File: config.mk
export PLATFORM = sky130hd
export DESIGN_NAME = trdb_resync_handler
export DESIGN_NICKNAME = d
export VERILOG_FILES = /design/src/rtl/trdb_resync_handler.sv
export SDC_FILE = /design/constraint.sdc
export NUM_CORES = 1
export LEC_CHECK = 0
export CORE_UTILIZATION = 50
export DETAILED_ROUTE_END_ITERATION = 16
export HOLD_SLACK_MARGIN = 0.12
export PLACE_DENSITY_LB_ADDON = 0.12
export RECOVER_POWER = 100
export REMOVE_ABC_BUFFERS = 1
export SLEW_MARGIN = 10
export SYNTH_ARGS = -nofsm -noshare
export SYNTH_HDL_FRONTEND = slang
export SYNTH_SLANG_ARGS = --single-unit
File: constraint.sdc
create_clock -name clk_i -period 2.3 [get_ports clk_i]
set_input_delay 0.46 -clock clk_i [delete_from_list [all_inputs] [get_ports clk_i]]
set_output_delay 0.46 -clock clk_i [all_outputs]
set_load 0.02 [all_outputs]
File: src/rtl/trdb_resync_handler.sv
// Resync loop closer: on counter saturation, waits for an anchor instruction,
// requests a sync packet, then pulses the counter clear once the packet is accepted.
module trdb_resync_handler #(
  parameter int WAIT_TIMEOUT = 4096,
  parameter int CNT_WIDTH    = 16
) (
  input  logic                 clk_i,
  input  logic                 rst_ni,
  input  logic                 trace_enabled_i,
  input  logic                 resync_max_i,
  input  logic                 inst_valid_i,
  input  logic                 sync_ack_i,
  output logic                 sync_req_o,
  output logic                 resync_rst_o,
  output logic                 resync_pending_o,
  output logic                 resync_stall_o,
  output logic [CNT_WIDTH-1:0] resync_count_o
);

  localparam int              WW       = $clog2(WAIT_TIMEOUT + 1);
  localparam logic [WW-1:0]   WAIT_MAX = WW'(WAIT_TIMEOUT);

  typedef enum logic [2:0] {
    IDLE      = 3'd0,
    WAIT_INST = 3'd1,
    REQ       = 3'd2,
    CLEAR     = 3'd3,
    HOLDOFF   = 3'd4
  } state_t;

  state_t               state, state_nxt;
  logic [WW-1:0]        wait_cnt, wait_nxt;
  logic                 stall_nxt;
  logic [CNT_WIDTH-1:0] count_nxt;
  logic                 pending;

  always_comb begin
    state_nxt        = state;
    sync_req_o       = 1'b0;
    resync_rst_o     = 1'b0;
    resync_pending_o = 1'b0;
    case (state)
      IDLE: begin
        if (resync_max_i && trace_enabled_i) state_nxt = WAIT_INST;
      end
      WAIT_INST: begin
        resync_pending_o = 1'b1;
        if (!trace_enabled_i)  state_nxt = IDLE;
        else if (inst_valid_i) state_nxt = REQ;
      end
      REQ: begin
        sync_req_o       = 1'b1;
        resync_pending_o = 1'b1;
        // A completed handshake takes precedence over a simultaneous disable.
        if (sync_ack_i)            state_nxt = CLEAR;
        else if (!trace_enabled_i) state_nxt = IDLE;
      end
      CLEAR: begin
        resync_rst_o = 1'b1;
        state_nxt    = HOLDOFF;
      end
      HOLDOFF: state_nxt = IDLE;
      default: state_nxt = IDLE;
    endcase
  end

  assign pending   = (state == WAIT_INST) || (state == REQ);
  assign wait_nxt  = !pending ? '0 :
                     (wait_cnt == WAIT_MAX) ? wait_cnt : wait_cnt + WW'(1);
  assign stall_nxt = trace_enabled_i && (resync_stall_o || (pending && (wait_nxt == WAIT_MAX)));
  assign count_nxt = (state == REQ && sync_ack_i) ? resync_count_o + CNT_WIDTH'(1)
                                                   : resync_count_o;

  always_ff @(posedge clk_i or negedge rst_ni) begin
    if (!rst_ni) begin
      state          <= IDLE;
      wait_cnt       <= '0;
      resync_stall_o <= 1'b0;
      resync_count_o <= '0;
    end else begin
      state          <= state_nxt;
      wait_cnt       <= wait_nxt;
      resync_stall_o <= stall_nxt;
      resync_count_o <= count_nxt;
    end
  end

endmodule
==> impl_metrics.csv, run 1 <==
group,metric,value,unit
status,status,"completed",
drt,ant_nets,0,
timing,setup_viol,0,
logic_synthesis,synthCells,178,
logic_synthesis,synth_ff_type,"dfrtp_1",
placement,hpwl,2490,µm
logic_synthesis,synth.avg_cell_area,10.3,µm²
critical_path,critical_path_required,1.84,ns
grt,grt_use_total,0.196,
timing,fmax,0.463,GHz
pwr,irDropWorstVdd,398,µV
timing,worst_pin_slew,0.797,ns
timing,post-route-min-period,2.16,ns
timing,relSlewSlack,0.469,
clock_tree,root_buffer,"clkbuf_4",
floorplan,die_h,62.6,µm
drt,dr_wl_met3,177,µm
logic_synthesis,synth_area,0.00183,mm²
finish,n_antenna_cell,0,
clock_tree,cts_buffers,5,
grt,grt_max_degree,34,
floorplan,core,0.00342,mm²
placement,dp.cells,244,
grt,grt_pass1_vias,1271,
grt,grt-ovfl-total,0,
clock_tree,clkSinkCount,33,
clock_tree,path_clk_slew,0.09,ns
placement,gp_congestion,0.818,
timing,post-route-period-util,0.938,
floorplan,dieArea,0.00392,mm²
critical_path,crit_path_start_kind,"register",
timing,rsz0062_at_grt,"no",
clock_tree,tritoncts,"done",
floorplan,io_pins,26,
finish,synthToLayoutAreaGrowth,15.1,%
logic_synthesis,ys_seq_area_frac,0.450,
floorplan,start_util,0.537,
pwr,power,0.00145,W
timing,fin_setup_tns,0,ns
drt,routed.top_layer,"met4",
critical_path,rr_worst_depth,5,
logic_synthesis,ys_warn_count,0,
drt,via_count,1384,
drt,firstDrtPassIters,5,
floorplan,row_count,21,
finish,instances_no_fill,251,
critical_path,end_kind,"output pin",
hold_path,min_path_type,"reg2reg",
pwr,power_leakage,0.983,nW
finish,final_nets,214,
clock_tree,clk_latency,0.33,ns
drt,vias_per_cell,5.51,
drt,drcViolationCount,0,
flow_run,maxCapViolCount,0,
timing,timing.final.hold_violations,0,
floorplan,die_x,62.6,µm
clock_tree,hold_buffers,0,
logic_synthesis,synth-edff-count,0,
logic_synthesis,ys_seq_elements,33,
placement,io_buffers,25,
grt,grt_antenna_before_repair,0,
drt,drtIter0Drc,86,
timing,slew_viol_final,0,
critical_path,crit_fanout,7,
pwr,p_per_area,686,mW/mm²
drt,m1WireLength,1620,µm
clock_tree,clock_path_buffers,2,
clock_tree,h-tree-depth,2,
logic_synthesis,ys_types,46,
critical_path,critPathKind,"reg2out",
timing,fin_skew,0.00736,ns
drt,met2_length,1630,µm
critical_path,crit_arrival,1.70,ns
hold_path,worstHoldPathCells,1,
finish,layout-drive-gt1-share,0.0878,
grt,grt_pass1_wl,5910,µm
drt,wl_per_cell,13.9,µm
drt,routed_wl,3480,µm
logic_synthesis,ys_async_sr_fraction,1.00,
[cell type report]
class | count | area (µm²)
clock buffer | 7 | 55.1
tap | 46 | 57.6
inverter | 7 | 26.3
multi-input combinational | 129 | 878
sequential | 33 | 826
timing repair buffer | 29 | 269
fill | 306 | 1300
[timing repair]
item                                    in CTS  in global routing
buffers inserted                             0                  0
gates resized for setup                      1                  0
endpoints found under the setup margin       1                  0
[kinds of logic (layout without fill, tap and decap cells)]
group,count (synthesis),after routing,synth area share
XOR/XNOR,27,27,0.129
multiplexers,1,1,0.00614
flip-flops,33,33,0.450
AND/OR/NAND/NOR,75,75,0.252
AO/OA/AOI/OAI,23,23,0.0921
adder cells (fa/ha/maj),3,3,0.0205
buffers and inverters,16,43,0.0505
[placed cells by master, fill, tap and decap left out, types with 2 or more instances in the layout]
cell / count
ha_1: 3
nor3_1: 5
nor2b_1: 3
nor2_1: 14
xor2_1: 8
clkdlybuf4s50_1: 4
or2_2: 2
nor3_4: 2
a21oi_1: 4
o21ai_0: 6
and3b_1: 2
dlygate4sd3_1: 20
xnor2_1: 19
inv_1: 7
nor3b_1: 2
nand4_1: 7
nand2_1: 16
clkbuf_1: 3
a31oi_1: 2
nand3_1: 10
clkbuf_4: 5
and3_1: 2
nand2b_1: 2
dfrtp_1: 33
[routing by layer]
| layer | track usage | vias to the layer above |
|---|---|---|
| li1 | - | 670 |
| met1 | 0.248 | 663 |
| met2 | 0.311 | 45 |
| met3 | 0.0657 | 6 |
| met4 | 0.0698 | 0 |
| met5 | 0 | - |
[through the flow]
| step | instance area [µm²] | utilization | worst slack [ns] | hold slack [ns] |
|---|---|---|---|---|
| 3_3_place_gp | 2110 | 0.616 | 0.280 | 0.466 |
| 6_report | 2110 | 0.618 | 0.142 | 0.475 |
| 4_1_cts | 2160 | 0.632 | 0.124 | 0.490 |
| 2_1_floorplan | 1770 | - | 0.538 | 0.164 |
| 5_1_grt | 2110 | 0.618 | 0.0550 | 0.493 |
| 3_5_place_dp | 2110 | 0.616 | 0.268 | 0.477 |
[synth_stat cells (3+ instances only)]
cell type,instances,share of area
nand2_1,16,0.033
xnor2_1,19,0.091
nand3_1,9,0.025
dfrtp_1,33,0.45
inv_1,7,0.014
nor3_1,4,0.011
nor2_1,14,0.029
o21ai_0,6,0.016
ha_1,3,0.020
nor3_4,3,0.027
nand4_1,5,0.017
nor2b_1,3,0.010
xor2_1,8,0.038
a21oi_1,4,0.011
buf_4,4,0.016
[flip-flops by register name (all words and copies together) (netlist names)]
signal and count:
resync_stall_o 1, state 3, resync_count_o 16, wait_cnt 13
[worst paths after layout]
path,startpoint,slack (ns),endpoint
max,state[2],0.14,resync_rst_o
min in group asynchronous,rst_ni,0.73,wait_cnt[4]
max reg2reg,wait_cnt[4],0.27,resync_stall_o
min,resync_count_o[15],0.47,resync_count_o[15]
min reg2reg,resync_count_o[15],0.47,resync_count_o[15]
max in group asynchronous,rst_ni,1.07,resync_count_o[1]
[critical path: stages, from the launching register on]
cell and delay, ns:
dfrtp_1 0.45, and3b_1 0.24, dlygate4sd3_1 0.67
[where the power goes]
part | total (W) | internal (W) | switching (W)
clock | 0.000335 | 0.000144 | 0.000190
sequential | 0.000713 | 0.000630 | 0.0000829
combinational | 0.000402 | 0.000180 | 0.000222
Note: power is estimated with default switching activity, not from simulation.
==> run 2: changes to the inputs <==
--- a/config.mk
+++ b/config.mk
@@ -11,7 +11,6 @@
 export PLACE_DENSITY_LB_ADDON = 0.12
 export RECOVER_POWER = 100
 export REMOVE_ABC_BUFFERS = 1
-export SLEW_MARGIN = 10
 export SYNTH_ARGS = -nofsm -noshare
 export SYNTH_HDL_FRONTEND = slang
 export SYNTH_SLANG_ARGS = --single-unit
==> results of run 2 <==
No change in the layout: final DEF, timing and power equal those of run 1.
